[src/rtl/ex_alu_unit.sv]
// Execute-stage ALU: single-cycle logic/arithmetic ops with 1-cycle latency, plus a
// multi-cycle shift-add multiplier that holds off new ops while it iterates.
module ex_alu_unit #(
    parameter int unsigned WIDTH = 32,
    parameter int unsigned CNT_W = 5
) (
    input  logic             clk,
    input  logic             reset,
    input  logic             flush,
    input  logic             in_valid,
    output logic             in_ready,
    input  logic [3:0]       alu_control,
    input  logic [WIDTH-1:0] operand_a,
    input  logic [WIDTH-1:0] operand_b,
    output logic [WIDTH-1:0] result,
    output logic             zero,
    output logic             out_valid,
    output logic             illegal_op
);

    localparam logic [0:0] StIdle   = 1'b0;
    localparam logic [0:0] StMulRun = 1'b1;

    localparam logic [3:0] OpAnd = 4'b0000;
    localparam logic [3:0] OpOr  = 4'b0001;
    localparam logic [3:0] OpAdd = 4'b0010;
    localparam logic [3:0] OpSub = 4'b0110;
    localparam logic [3:0] OpSlt = 4'b0111;
    localparam logic [3:0] OpNor = 4'b1100;
    localparam logic [3:0] OpMul = 4'b1000;

    logic [0:0]       state_q;
    logic [WIDTH-1:0] mcand_q;
    logic [WIDTH-1:0] mplier_q;
    logic [WIDTH-1:0] acc_q;
    logic [CNT_W-1:0] cnt_q;

    logic [WIDTH-1:0] alu_res;
    logic             alu_illegal;
    logic [WIDTH-1:0] mul_sum;
    logic             mul_last;
    logic             slt_bit;

    assign in_ready = (state_q == StIdle) & ~reset;

    always_comb begin
        alu_res     = '0;
        alu_illegal = 1'b0;
        slt_bit     = $signed(operand_a) < $signed(operand_b);
        case (alu_control)
            OpAnd:   alu_res = operand_a & operand_b;
            OpOr:    alu_res = operand_a | operand_b;
            OpAdd:   alu_res = operand_a + operand_b;
            OpSub:   alu_res = operand_a - operand_b;
            OpSlt:   alu_res = {{(WIDTH-1){1'b0}}, slt_bit};
            OpNor:   alu_res = ~(operand_a | operand_b);
            default: alu_illegal = 1'b1;
        endcase
    end

    // Accumulator value including this iteration's partial product; used for the final write.
    assign mul_sum  = acc_q + (mplier_q[0] ? mcand_q : '0);
    assign mul_last = (cnt_q == CNT_W'(WIDTH - 1));

    always_ff @(posedge clk) begin
        if (reset) begin
            state_q    <= StIdle;
            result     <= '0;
            zero       <= 1'b1;
            out_valid  <= 1'b0;
            illegal_op <= 1'b0;
            cnt_q      <= '0;
            acc_q      <= '0;
            mcand_q    <= '0;
            mplier_q   <= '0;
        end else begin
            out_valid  <= 1'b0;
            illegal_op <= 1'b0;
            if (flush) begin
                state_q <= StIdle;
            end else begin
                case (state_q)
                    StIdle: begin
                        if (in_valid) begin
                            if (alu_control == OpMul) begin
                                mcand_q  <= operand_a;
                                mplier_q <= operand_b;
                                acc_q    <= '0;
                                cnt_q    <= '0;
                                state_q  <= StMulRun;
                            end else begin
                                result     <= alu_res;
                                zero       <= (alu_res == '0);
                                out_valid  <= 1'b1;
                                illegal_op <= alu_illegal;
                            end
                        end
                    end
                    StMulRun: begin
                        acc_q    <= mul_sum;
                        mcand_q  <= mcand_q << 1;
                        mplier_q <= mplier_q >> 1;
                        cnt_q    <= cnt_q + CNT_W'(1);
                        if (mul_last) begin
                            result    <= mul_sum;
                            zero      <= (mul_sum == '0);
                            out_valid <= 1'b1;
                            state_q   <= StIdle;
                        end
                    end
                    default: state_q <= StIdle;
                endcase
            end
        end
    end

endmodule

[config.mk]
export PLATFORM = sky130hd
export DESIGN_NAME = ex_alu_unit
export DESIGN_NICKNAME = d
export VERILOG_FILES = /design/src/rtl/ex_alu_unit.sv
export SDC_FILE = /design/constraint.sdc
export NUM_CORES = 1
export LEC_CHECK = 0
export BUFFER_PORTS_ARGS = -buffer_cell sky130_fd_sc_hd__buf_2
export CORE_ASPECT_RATIO = 1.25
export CORE_MARGIN = 1
export CORE_UTILIZATION = 33
export DETAILED_ROUTE_END_ITERATION = 7
export GPL_TIMING_DRIVEN = 0
export HOLD_SLACK_MARGIN = 0.15
export MAX_ROUTING_LAYER = met4
export PLACE_DENSITY_LB_ADDON = 0.08
export RECOVER_POWER = 25
export SYNTH_ARGS = -nofsm -noshare
export SYNTH_HDL_FRONTEND = slang
export SYNTH_SLANG_ARGS = --single-unit
[constraint.sdc]
create_clock -name clk -period 7.95 [get_ports clk]
set_input_delay 1.59 -clock clk [delete_from_list [all_inputs] [get_ports clk]]
set_output_delay 1.59 -clock clk [all_outputs]
set_load 0.01 [all_outputs]
==> summary.txt <==
Critical path
  – CP Cell Sequence: buf_2 -> clkbuf_1 -> nor2_1 -> nand3b_1 -> clkbuf_1 -> clkbuf_1 -> nor2_1 -> a221oi_1 -> nand2_1 -> a2111oi_2 -> nand4_1 -> nor3_1 -> nand4b_1 -> o21ai_1
  – Arrival @ worst endpoint: 6.34 ns
  – Worst reg2reg startpoint: mplier_q[0]
  – Crit path from: alu_control[2]
  – CP top delay family: buffers and inverters
  – CP bufs+invs: 4
  – Worst setup SP type: input port
  – Crit path max fanout: 10
  – Crit Path Class: input port to register
  – Crit. End Element: register
  – Slowest stage delay, CP: 0.79 ns
  – Critical-path top delay cell: clkbuf_1
  – Req. time, crit path: 8.35 ns
  – Most Frequent Cell on Critical Path: clkbuf_1

CTS
  – CTS root buf: clkbuf_16
  – Num CTS Buffers: 17
  – Clk_lat worst skew: 0.46 ns
  – Htree depth: 4
  – Worst-path clk slew: 0.07 ns
  – Clock sinks: 137
  – Bufs on Longest Clock Path: 2
  – Hold buffer count at CTS: 0
  – Post-cts gate resize count: 0
  – TritonCTS clock tree: yes
  – Postcts setup bufs: 0

Hold path
  – Hold Startpoint: result[17]
  – Worst hold path type: register to register

GRT
  – GRT Total Usage: 30.03%
  – Number of global-route vias before repair: 13.62k
  – First-pass GRT wire length: 86.44 mm
  – Pin count of the biggest net entering global routing: 17
  – Grt total ovfl: 0
  – Antenna violations before repair: 0

Synth
  – Area contributors post-synth: dfxtp_1 (21%), ha_1 (14%), nor2_1 (6.1%)
  – Post-synth top area cell: dfxtp_1
  – Post-synthesis area per instance: 7.543 sq um
  – Top cells by count, synth: nor2_1 (211), a21oi_1 (146), ha_1 (141), dfxtp_1 (137), nand2_1 (124)
  – Synth Flop Type: dfxtp_1
  – Yosys top cell area share: 21.06%
  – Yosys cell types: 84
  – Number of synthesized flops with an enable pin: 0
  – Asr flop ratio synth: 0%
  – Cell count after synthesis: 1,726
  – Mapped Nets: 1,942
  – Sequential fraction of the synthesis area: 21.06%
  – #FFs+latches synth: 137
  – Synth Warn #: 0
  – Cell area after synthesis: 13,020 sq um
  – Most common cell in the netlist: nor2_1

Detailed routing
  – Mean routed wirelength per cell: 24.82 um
  – DRC: 7
  – Via Count: 13.74k
  – Starting DRT DRC Count: 967
  – Drt pass-1 iters: 8
  – Post-Route WL: 58.62 mm
  – Vias/cell: 5.819
  – Final ANT Viol Nets: 0

Layout
  – Non-filler cells, final: 2,362
  – Area Overhead vs Synth: 13.11%
  – Antenna cells: 0
  – Layout cells sized above 1: 7.028%
  – Layout Nets: 2,068

Die
  – Die Ht: 224.1 um
  – Die X-Extent: 179.7 um
  – Initial Utilization: 33.37%
  – Row cnt: 81
  – Core area: 39,020 sq um
  – I/O pins: 108
  – DIE AREA: 40,260 sq um

Run
  – Max-cap violation count: 0

Power
  – Peak supply drop: 0.1499 mV
  – Leak Pwr: 5.996 nW
  – Power per cell area: 143.1 nW/um^2

STA
  – Rel. slew slack: 29.41%
  – Final TNS setup: 0 ns
  – Final Cycle Share: 74.83%
  – Fin crit period: 5.949 ns
  – Final slew viol count: 0
  – # setup viols final: 0
  – Final hold violations: 0
  – Setup Skew: 0.01394 ns
  – Worst-margin pin slew: 1.055 ns
  – RSZ-0062 raised after global routing: false
  – Max Freq: 168.1 MHz

Placed design
  – Final GP Congestion: 0.9610
  – HPWL Detailed: 47.77 mm
  – Port buffer count: 106
  – Inst Count DP: 2,331

Run status
  – Failing checks: DRC
  – Status: complete, but fails checks
per-layer routing:
| layer | vias up | wire (um) | GRT usage, % | part of all wire (%) |
|---|---|---|---|---|
| met2 | 452 | 29380 | 53.23 | 50 |
| met3 | 123 | 2446 | 3.983 | 4.2 |
| met4 | 0 | 2814 | 15.02 | 4.8 |
| met1 | 6568 | 23980 | 33.03 | 41 |
| met5 | - | 0 | - | 0 |
| li1 | 6601 | - | - | - |
placed cells by master (no fill, tap or decap), types with 10 or more instances in the layout:
cell type  synthesis  routed
nor2_1           211     211
a21oi_1          146     146
ha_1             141     141
dfxtp_1          137     137
clkbuf_1          97     135
nand2_1          124     124
inv_1            100     100
mux2i_1           76      76
o21ai_0           76      76
a211oi_1          72      72
buf_2              2      72
and2_1            37      36
a21o_1            30      30
nor3_1            30      30
nand3_1           28      28
a221oi_1          25      25
nand2b_1          24      24
o211ai_1          24      24
a22o_1            18      18
clkbuf_16          0      17
o21bai_1          16      16
xor2_1            16      16
nand4_1           15      15
a22oi_1           15      15
o21a_1            14      14
a31oi_1           14      14
o31ai_1           13      13
a221o_1           12      12
and3_1            11      11
xnor2_1           11      11
nor4_1            12      11
o221ai_1          11      11
a311oi_1          10      10
metrics by stage:
step	utilization [%]	power (mW)	instance area [sq um]	hold WS (ns)	worst slack, ns
global route	37.74	2.200	14730	0.4710	1.950
finish	37.74	2.108	14730	0.4524	2.001
detailed placement	36.36	1.278	14190	0.4453	1.739
global placement	36.33	1.278	14170	0.4376	1.464
floorplan	-	1.062	13020	0.4315	2.955
CTS	37.86	2.122	14770	0.4550	2.212
worst reg2reg max path: stages, from the launching register on:
cell and delay, ns:
dfxtp_1 0.45, clkbuf_1 0.35, and2_1 0.23, ha_1 0.24, clkbuf_1 0.19, a21oi_1 0.16
o211ai_1 0.15, o31ai_1 0.47, a21oi_1 0.23, or3_1 0.41, a2111oi_0 0.59, nor4b_1 0.27
and4_1 0.24, or4bb_1 0.50, o21a_1 0.18, o21ai_1 0.06
state kept, by name, summed over array words and instances (netlist names):
signal	cells
zero	1
out_valid	1
mplier_q	32
result	32
acc_q	32
cnt_q	5
mcand_q	32
state_q	1
illegal_op	1
path summary, 6_finish.rpt:
check / to / slack (ns) / cells past startpoint
worst min register to register: result[17] / 0.45 / 2
worst max register to register: zero / 3.18 / 15
worst min-delay path: result[17] / 0.45 / 2
worst max-delay path: zero / 2.00 / 14
cell families after synthesis:
group | count (synthesis) | synth area share [%]
adder cells (fa/ha/maj) | 144 | 14.01
multiplexers | 78 | 6.016
buffers and inverters | 210 | 6.073
flip-flops | 137 | 21.06
XOR/XNOR | 27 | 1.816
AO/OA/AOI/OAI | 575 | 30.62
AND/OR/NAND/NOR | 555 | 20.40
cell type report:
class | count | area (sq um)
inverters | 101 | 379.1
flip-flops and latches | 137 | 2743
multi-input cells | 1379 | 9493
plain buffers | 109 | 410.4
well taps | 498 | 623.1
repair buffers | 107 | 494.2
fillers | 4208 | 24290
clock buffers | 19 | 442.9
clock inverters | 12 | 141.4
where the power goes:
group | switching, mW | internal [mW]
clock | 0.363 | 0.473
combinational | 0.384 | 0.177
sequential | 0.00925 | 0.701
total | 0.757 | 1.35
Power figures use the tool's default switching activity.
